[config.mk]
export PLATFORM = sky130hd
export DESIGN_NAME = dcache_ctrl_flat
export DESIGN_NICKNAME = d
export VERILOG_FILES = /design/src/rtl/dcache_ctrl_if.sv /design/src/rtl/dcache_ctrl.sv /design/src/flat_wrapper.sv
export SDC_FILE = /design/constraint.sdc
export NUM_CORES = 2
export LEC_CHECK = 0
export BUFFER_PORTS_ARGS = -buffer_cell sky130_fd_sc_hd__buf_4
export CAP_MARGIN = 20
export CELL_PAD_IN_SITES_DETAIL_PLACEMENT = 0
export CELL_PAD_IN_SITES_GLOBAL_PLACEMENT = 1
export CORE_MARGIN = 2
export CORE_UTILIZATION = 40
export DETAILED_ROUTE_END_ITERATION = 6
export MAX_ROUTING_LAYER = met4
export PLACE_DENSITY = 0.66
export SLEW_MARGIN = 0
export SYNTH_ARGS = -nofsm -noshare
export SYNTH_HDL_FRONTEND = slang
export SYNTH_SLANG_ARGS = --single-unit
[constraint.sdc]
create_clock -name clk_i -period 11.5 [get_ports clk_i]
set_input_delay 0 -clock clk_i [delete_from_list [all_inputs] [get_ports clk_i]]
set_output_delay 0 -clock clk_i [all_outputs]
set_load 0.005 [all_outputs]
[src/rtl/dcache_ctrl_if.sv]
// CPU-side and memory-side signal bundle of the direct-mapped data cache.
// The slave modport is the cache's view; master is the CPU/memory environment.
interface dcache_ctrl_if;
    logic         cpu_req_i;
    logic         cpu_we_i;
    logic [31:0]  cpu_addr_i;
    logic [31:0]  cpu_wdata_i;
    logic [31:0]  cpu_rdata_o;
    logic         cpu_stall_o;

    // Memory handshake: mem_req_o is held until a one-cycle mem_ack_i pulse
    // completes the transaction; the cache never drops a request early
    // except under reset.
    logic         mem_req_o;
    logic         mem_we_o;
    logic [31:0]  mem_addr_o;
    logic [127:0] mem_wdata_o;
    logic [127:0] mem_rdata_i;
    logic         mem_ack_i;

    logic [1:0]   fsm_state;

    modport slave (
        input  cpu_req_i, cpu_we_i, cpu_addr_i, cpu_wdata_i,
        output cpu_rdata_o, cpu_stall_o,
        output mem_req_o, mem_we_o, mem_addr_o, mem_wdata_o,
        input  mem_rdata_i, mem_ack_i,
        output fsm_state
    );

    modport master (
        output cpu_req_i, cpu_we_i, cpu_addr_i, cpu_wdata_i,
        input  cpu_rdata_o, cpu_stall_o,
        input  mem_req_o, mem_we_o, mem_addr_o, mem_wdata_o,
        output mem_rdata_i, mem_ack_i,
        input  fsm_state
    );
endinterface

[src/rtl/dcache_ctrl.sv]
// Direct-mapped write-back, write-allocate data cache for the MEM stage.
// Hits complete in the same cycle; misses stall while writing back and refilling.
module dcache_ctrl #(
    parameter int LINES = 16
) (
    input  logic         clk_i,
    input  logic         rst_i,
    dcache_ctrl_if.slave bus
);
    localparam int IW = $clog2(LINES);
    localparam int TW = 28 - IW;

    typedef enum logic [1:0] {
        IDLE      = 2'd0,
        WRITEBACK = 2'd1,
        ALLOCATE  = 2'd2
    } state_t;

    state_t               state;
    logic [LINES-1:0]     valid;
    logic [LINES-1:0]     dirty;
    logic [TW-1:0]        tag_mem  [LINES];
    logic [127:0]         data_mem [LINES];

    logic                 mem_req;
    logic                 mem_we;
    logic [31:0]          mem_addr;
    logic [127:0]         mem_wdata;

    logic [IW-1:0]        idx;
    logic [TW-1:0]        req_tag;
    logic [1:0]           off;
    logic [127:0]         line;
    logic [127:0]         merged;
    logic [31:0]          word;
    logic                 hit;
    logic                 idle;
    logic                 miss;
    logic                 store_hit;
    logic                 victim_dirty;
    logic                 unused_addr;

    assign idx          = bus.cpu_addr_i[3+IW:4];
    assign req_tag      = bus.cpu_addr_i[31:4+IW];
    assign off          = bus.cpu_addr_i[3:2];
    assign unused_addr  = &{1'b0, bus.cpu_addr_i[1:0]};

    assign line         = data_mem[idx];
    assign word         = line[{off, 5'b0} +: 32];
    assign hit          = bus.cpu_req_i & valid[idx] & (tag_mem[idx] == req_tag);
    assign idle         = (state == IDLE);
    assign miss         = idle & bus.cpu_req_i & ~hit;
    assign store_hit    = idle & hit & bus.cpu_we_i;
    assign victim_dirty = valid[idx] & dirty[idx];

    always_comb begin
        merged                  = line;
        merged[{off, 5'b0} +: 32] = bus.cpu_wdata_i;
    end

    // Stall must rise in the very cycle a miss is seen, so it is decoded
    // from the live request rather than registered.
    assign bus.cpu_stall_o = ~idle | (bus.cpu_req_i & ~hit);
    assign bus.cpu_rdata_o = (idle & hit) ? word : 32'd0;

    assign bus.mem_req_o   = mem_req;
    assign bus.mem_we_o    = mem_we;
    assign bus.mem_addr_o  = mem_addr;
    assign bus.mem_wdata_o = mem_wdata;
    assign bus.fsm_state   = state;

    always_ff @(posedge clk_i or posedge rst_i) begin
        if (rst_i) begin
            state     <= IDLE;
            mem_req   <= 1'b0;
            mem_we    <= 1'b0;
            mem_addr  <= 32'd0;
            mem_wdata <= 128'd0;
            valid     <= '0;
            dirty     <= '0;
        end else begin
            case (state)
                IDLE: begin
                    if (miss) begin
                        mem_req <= 1'b1;
                        if (victim_dirty) begin
                            state     <= WRITEBACK;
                            mem_we    <= 1'b1;
                            mem_addr  <= {tag_mem[idx], idx, 4'b0};
                            mem_wdata <= line;
                        end else begin
                            state    <= ALLOCATE;
                            mem_we   <= 1'b0;
                            mem_addr <= {req_tag, idx, 4'b0};
                        end
                    end else if (store_hit) begin
                        dirty[idx] <= 1'b1;
                    end
                end
                WRITEBACK: begin
                    if (bus.mem_ack_i) begin
                        state     <= ALLOCATE;
                        mem_we    <= 1'b0;
                        mem_addr  <= {req_tag, idx, 4'b0};
                        mem_wdata <= 128'd0;
                    end
                end
                ALLOCATE: begin
                    if (bus.mem_ack_i) begin
                        state      <= IDLE;
                        mem_req    <= 1'b0;
                        mem_addr   <= 32'd0;
                        valid[idx] <= 1'b1;
                        dirty[idx] <= 1'b0;
                    end
                end
                default: begin
                    state   <= IDLE;
                    mem_req <= 1'b0;
                    mem_we  <= 1'b0;
                end
            endcase
        end
    end

    // Tag and data arrays carry no reset; valid alone decides whether they matter.
    always_ff @(posedge clk_i) begin
        if (state == ALLOCATE && bus.mem_ack_i) begin
            data_mem[idx] <= bus.mem_rdata_i;
            tag_mem[idx]  <= req_tag;
        end else if (store_hit) begin
            data_mem[idx] <= merged;
        end
    end
endmodule

[src/flat_wrapper.sv]
// flat-port wrapper written by rule: the top's interface ports become plain ports
module dcache_ctrl_flat 
#(
    parameter int LINES = 16
)
  (clk_i, rst_i, bus_cpu_req_i, bus_cpu_we_i, bus_cpu_addr_i, bus_cpu_wdata_i, bus_cpu_rdata_o, bus_cpu_stall_o, bus_mem_req_o, bus_mem_we_o, bus_mem_addr_o, bus_mem_wdata_o, bus_mem_rdata_i, bus_mem_ack_i, bus_fsm_state);
  dcache_ctrl_if bus_i ();
  input  logic clk_i;
  input  logic rst_i;
  input wire logic [$bits(bus_i.cpu_req_i)-1:0] bus_cpu_req_i;
  input wire logic [$bits(bus_i.cpu_we_i)-1:0] bus_cpu_we_i;
  input wire logic [$bits(bus_i.cpu_addr_i)-1:0] bus_cpu_addr_i;
  input wire logic [$bits(bus_i.cpu_wdata_i)-1:0] bus_cpu_wdata_i;
  output wire logic [$bits(bus_i.cpu_rdata_o)-1:0] bus_cpu_rdata_o;
  output wire logic [$bits(bus_i.cpu_stall_o)-1:0] bus_cpu_stall_o;
  output wire logic [$bits(bus_i.mem_req_o)-1:0] bus_mem_req_o;
  output wire logic [$bits(bus_i.mem_we_o)-1:0] bus_mem_we_o;
  output wire logic [$bits(bus_i.mem_addr_o)-1:0] bus_mem_addr_o;
  output wire logic [$bits(bus_i.mem_wdata_o)-1:0] bus_mem_wdata_o;
  input wire logic [$bits(bus_i.mem_rdata_i)-1:0] bus_mem_rdata_i;
  input wire logic [$bits(bus_i.mem_ack_i)-1:0] bus_mem_ack_i;
  output wire logic [$bits(bus_i.fsm_state)-1:0] bus_fsm_state;
  assign bus_i.cpu_req_i = bus_cpu_req_i;
  assign bus_i.cpu_we_i = bus_cpu_we_i;
  assign bus_i.cpu_addr_i = bus_cpu_addr_i;
  assign bus_i.cpu_wdata_i = bus_cpu_wdata_i;
  assign bus_cpu_rdata_o = bus_i.cpu_rdata_o;
  assign bus_cpu_stall_o = bus_i.cpu_stall_o;
  assign bus_mem_req_o = bus_i.mem_req_o;
  assign bus_mem_we_o = bus_i.mem_we_o;
  assign bus_mem_addr_o = bus_i.mem_addr_o;
  assign bus_mem_wdata_o = bus_i.mem_wdata_o;
  assign bus_i.mem_rdata_i = bus_mem_rdata_i;
  assign bus_i.mem_ack_i = bus_mem_ack_i;
  assign bus_fsm_state = bus_i.fsm_state;
  dcache_ctrl #(.LINES(LINES)) u_core (.clk_i(clk_i), .rst_i(rst_i), .bus(bus_i));
endmodule
Yosys cells after proc, flatten, opt, wreduce, memory -nomap -nowiden
Memories as Yosys holds them, arrays and structs flattened.
Cells that the tools add are included.
{"block": "classes", "addsub": 1, "magnitude_cmp": 2, "n_eq_ne": 9, "shift": 3, "mux": 38, "bitwise_logic": 18, "reduce_logical": 13}
{"operator": "128-bit two-way mux", "count": 4}
{"operator": "128-bit one-hot mux with 2 select lines", "count": 1}
{"operator": "32-bit two-way mux", "count": 5}
{"operator": "128-bit bitwise mux", "count": 1}
{"operator": "32-bit by 9-bit variable shift with 128-bit output, first input constant", "count": 1}
{"operator": "128-bit by 8-bit variable part select with 32-bit output", "count": 1}
{"operator": "32-bit by 9-bit variable part select with 128-bit output", "count": 1}
{"operator": "32-bit one-hot mux with 3 select lines", "count": 1}
{"operator": "16-bit two-way mux", "count": 3}
{"operator": "16-bit bitwise OR", "count": 2}
{"operator": "16-bit one-hot mux with 2 select lines", "count": 1}
{"operator": "24-bit equality test", "count": 1}
{"operator": "16-bit AND", "count": 1}
{"operator": "16-bit NOT", "count": 1}
{"operator": "1-bit two-way mux", "count": 12}
{"operator": "2-bit inequality test, second input constant", "count": 6}
{"operator": "4-bit AND reduction", "count": 3}
{"operator": "7-bit negator with 9-bit output", "count": 1}
{"operator": "3-bit AND reduction", "count": 3}
{"operator": "1-bit AND", "count": 8}
{"operator": "1-bit binary-select mux with 4-bit select", "count": 2}
{"operator": "2-bit two-way mux", "count": 4}
{"operator": "1-bit one-hot mux with 3 select lines", "count": 2}
{"operator": "2-bit one-hot mux with 3 select lines", "count": 1}
{"operator": "other kinds (12)", "count": 18}
{"block": "word_totals", "reg_bits": 196, "mem_bits_rw": 2432, "inputBits": 197, "out_inout_bits": 197, "word_cells": 93, "n_memories": 2}
{"name": "u_core.data_mem", "depth": 16, "word_bits": 128, "rd": 1, "rd_ports_with_merged_regs": 0, "write_ports": 1, "line_no": "dcache_ctrl.sv:23", "source": "logic [127:0] data_mem [LINES];"}
{"name": "u_core.tag_mem", "depth": 16, "word_bits": 24, "rd": 1, "rd_ports_with_merged_regs": 0, "write_ports": 1, "line_no": "dcache_ctrl.sv:22", "source": "logic [TW-1:0] tag_mem [LINES];"}

Longest topological paths before layout
{"block": "depth", "word_depth": 10, "depth_mapped": 18, "depth_no_buf": 10}

Least setup slack after synthesis
OpenSTA, ideal clock, no wires.
{"block": "synth_path", "path_type": "flip-flop to flip-flop", "start": "mem u_core.tag_mem[10][10] (netlist name)", "end": "mem u_core.data_mem[13][0], enable pin", "setup_time_ns": 0.771, "t_arrival_ns": 11.361, "required_ns": 10.729, "setup_slack_ns": -0.632, "stages_incl_launch_ff": 10, "n_path_buf": 0, "period_less_slack_ns": 12.132, "cell_sequence": "edfxtp_1 mux4_2 mux2i_1 mux2i_1 xor2_1 or4_1 or4b_4 nor4_4 a21oi_1 nor3_1"}
{"block": "synth_via", "elab_chain_cells": 9}
{"element": "start: declaration", "line_no": "dcache_ctrl.sv:22"}
{"element": "memory read 16 x 24 bit"}
{"element": "24-bit equality test", "line_no": "dcache_ctrl.sv:50", "source": "assign hit = bus.cpu_req_i & valid[idx] & (tag_mem[idx] == req_tag);"}
{"element": "1-bit AND", "line_no": "dcache_ctrl.sv:50"}
{"element": "1-bit AND (2 in series)", "line_no": "dcache_ctrl.sv:53", "source": "assign store_hit = idle & hit & bus.cpu_we_i;"}
{"element": "1-bit two-way mux", "line_no": "dcache_ctrl.sv:131", "source": "end else if (store_hit) begin"}
{"element": "1-bit two-way mux", "line_no": "dcache_ctrl.sv:128", "source": "if (state == ALLOCATE && bus.mem_ack_i) begin"}
{"element": "1-bit two-way mux (not written as such)", "line_no": "dcache_ctrl.sv:132", "source": "data_mem[idx] <= merged;"}
{"element": "1-bit bitwise OR (no line)"}
{"element": "end: declaration", "line_no": "dcache_ctrl.sv:23"}
No other way between the ends.

Worst setup path in the final report
{"block": "layout_path", "start": "in bus_cpu_addr_i[5]", "end": "mem u_core.data_mem[0][65] (data pin)"}
{"block": "layout_via", "elab_chain_cells": 10, "word_cells_on_any_way": 14, "classes_between": "eq/ne (1); mux (7); bitwise (4); memory (2)"}
{"element": "start: declaration", "line_no": "flat_wrapper.sv:12", "source": "input wire logic [$bits(bus_i.cpu_addr_i)-1:0] bus_cpu_addr_i;"}
{"element": "branches (longest 9 deep; another with memory read 16 x 24 bit)"}
{"element": "128-bit two-way mux (no line) *"}
Mark *: on every way between the ends. The select of a mux whose other input is x is not followed.

==> results_dict.tcl <==
set metrics [dict create \
    core_um2 262000 \
    nets 5963 \
    synthCells 5008 \
    synth-warning-count 0 \
    cts.path.max_buffers 4 \
    final_area_um2 124000 \
    routed_wl_mm 306 \
    cts_tree "done" \
    htreeDepth 5 \
    switching_share 0.237 \
    synth_top_area_share 0.693 \
    clk_pin_slew_ps 60 \
    powerDensity_nw_per_um2 185 \
    gp_congestion 0.804 \
    ant_nets 0 \
    fp.dieH_um 517 \
    drive_gt1_frac 0.315 \
    synth_adder_area_share 0.00107 \
    synth_mux_area_frac 0.191 \
    io_buffer_count 387 \
    crit_chain "dlygate4sd3_1 > buf_8 > buf_4 > nor2b_2 > a22oi_1 > nand2_1 > xnor2_1 > nor4_1 > nor2_1 > nor4_4 > and3_4 > buf_12 > mux2_4 > dlygate4sd3_1" \
    combPwrFrac 0.118 \
    first_global_vias 55940 \
    dp_cells 8730 \
    synth-seq-cells 2624 \
    clock-sinks 2624 \
    setup_viol 0 \
    slowest_stage "nor2b_2" \
    dieWidth_um 517 \
    arrival_ps 7360 \
    clockRootBuffer "clkbuf_16" \
    crit_type "in -> reg" \
    avgSynthCellArea_um2 21.0 \
    post-cts-setup-buffer-count 0 \
    clock_latency_ps 940 \
    synth_top_cells_by_area "edfxtp_1 69%, mux4_2 16%, dfrtp_1 4.6%" \
    seq_area_frac_synth 0.739 \
    worst_pin_slew_ps 1130 \
    critPathMaxStageDelay_ps 1000 \
    max-slew-margin-rel 0.248 \
    yosysTopAreaCell "edfxtp_1" \
    outcome "finished clean" \
    place_area_um2 113000 \
    internal_power_mw 17.5 \
    num_rows 188 \
    grt_max_degree 108 \
    vias 54894 \
    dp_slack_ps 4730 \
    dr.pass1.iters 5 \
    worstPathRequired_ps 12040 \
    synth_edf_count 2432 \
    start_util 0.402 \
    p_leak_nw 41.4 \
    vias_per_cell 5.78 \
    routedWlPerCell_um 32.2 \
    period_minus_slack_ps 6820 \
    synth_top_family_by_area "multiplexers" \
    cts_buffers 294 \
    dp_hpwl_mm 169 \
    seqPwrFrac 0.486 \
    rsz0062_at_grt "false" \
    cp-start-kind "input pin" \
    use_met3 0.0336 \
    hold_class "in -> reg" \
    crit_path_end_kind "register" \
    synthSimpleGateAreaFrac 0.0189 \
    cp_max_fo 77 \
    fmax_mhz 147 \
    use_met1 0.300 \
    power_switching_mw 5.45 \
    fin_worst_skew_ps 85.8 \
    layout_setup_ws_ps 4680 \
    grt_pass1_wl_mm 427 \
    first_iter_violations 6531 \
    die_area_um2 268000 \
    synthArstFlopShare 0.0732 \
    synthFlopType "edfxtp_1" \
    period_share 0.593 \
    p_clk_frac 0.396 \
    ys_top_cells_by_count "2432 x edfxtp_1, 736 x mux4_2, 201 x nand2_1" \
    final_cells 9502 \
    max_cap_violations 0 \
    syn_to_final_growth_pct 18.0 \
    io-pin-count 394 \
    slew_violations 0 \
    grt_busiest_layer "met2" \
    grt_overflow 0 \
    syn_area_um2 105000 \
    synth-xor-area-share 0.00150 \
    drc_errors 0 \
    hold_viol 0 \
    synth_most_common_cell "edfxtp_1" \
    synth_compound_area_frac 0.0275 \
    cpMostUsedCell "dlygate4sd3_1" \
    antenna_found_initial 20 \
    track_usage 0.234 \
    yosysUniqueCellTypes 70 \
    peakVddDrop_uv 174 \
    ctsResizeCount 0 \
    met2_usage 0.376 \
]
==> worst max-delay path, delay by kind of cell <==
kind	cells	cell delay, ps
buffers and inverters	5	3190
AND/OR/NAND/NOR	6	3090
multiplexers	1	350
AO/OA/AOI/OAI	1	280
XOR/XNOR	1	130
==> stage by stage <==
step           setup TNS, ps  total power, mW  utilization  hold slack [ps]
5_1_grt                    0             23.7        0.474             32.5
6_report                   0             23.0        0.474             29.5
3_3_place_gp               0             13.9        0.429              127
4_1_cts                    0             23.1        0.474            0.262
3_5_place_dp               0             14.0        0.429              135
2_1_floorplan        -242830             12.8            -             98.9
==> power groups by stage <==
stage	logic, mW	clock network, mW	registers (mW)
2_1_floorplan	1.46	0	11.3
3_3_place_gp	2.61	0	11.3
3_5_place_dp	2.64	0	11.3
4_1_cts	2.73	9.24	11.2
5_1_grt	2.89	9.60	11.2
6_report	2.71	9.10	11.2
==> cells in the final DEF, fill, tap and decap left out, drive strengths merged, types with 15 or more instances in the layout <==
master and count:
bufinv 22, clkinv 87, nor3 27, nor2 65, a2bb2oi 16, a21oi 20
a22o 132, or2 16, mux4 738, nor2b 41, inv 193, nand2 202
mux2i 108, dlygate4sd3 246, nand4 20, a22oi 25, o21ai 166, edfxtp 2432
clkbuf 386, o22ai 15, buf 500, mux2 185, dfrtp 192
==> registers in the layout, summed over array words and instances (netlist names), named ones only <==
| register | flops |
|---|---|
| u_core.tag_mem | 384 |
| u_core.bus.mem_we_o | 1 |
| u_core.data_mem | 2048 |
| u_core.bus.fsm_state | 2 |
| u_core.bus.mem_req_o | 1 |
| u_core.valid | 16 |
| u_core.bus.mem_addr_o | 28 |
| u_core.bus.mem_wdata_o | 128 |
==> area by class of cell <==
| cell class | count | area (µm²) |
|---|---|---|
| antenna | 14 | 35.0 |
| clock buffer | 386 | 8050 |
| clock inverter | 126 | 1210 |
| fill | 21627 | 138000 |
| inverter | 184 | 698 |
| multi-input combinational | 1907 | 25600 |
| sequential | 2624 | 77800 |
| tap | 3515 | 4400 |
| timing repair buffer | 746 | 6520 |
==> cell families (layout without fill, tap and decap cells) <==
kind of cell / Yosys count / in the layout
other cells: 1 / 18
simple gates: 423 / 423
flops: 2624 / 2624
mux: 1031 / 1031
buf+inv: 480 / 1442
compound gates: 422 / 422
xor+xnor: 18 / 18
fa+ha+maj: 9 / 9
==> layer usage <==
metal,up-vias,routed length [µm],share of wire
met1,29902,121000,0.40
met3,534,20000,0.065
li1,22174,-,-
met4,0,13500,0.044
met2,2284,151000,0.50
met5,-,0,0
==> worst paths after layout <==
path,start,end,slack [ps],depth (start not counted)
worst max-delay path,bus_cpu_addr_i[5],u_core.data_mem[0][65],4680,14
worst min register to register,u_core.valid[5],u_core.valid[5],470,1
max in group asynchronous,rst_i,u_core.bus.mem_wdata_o[105],9570,5
min in group asynchronous,rst_i,u_core.bus.mem_addr_o[4],390,4
worst max register to register,u_core.tag_mem[15][10],u_core.data_mem[0][65],5370,11
worst min-delay path,bus_cpu_addr_i[26],u_core.tag_mem[4][18],30,2
==> repair_timing <==
item,4_1_cts,5_1_grt
hold buffers,246,0
hold endpoints to repair,2574,0
setup endpoints to repair,0,0
Power figures use the tool's default switching activity.
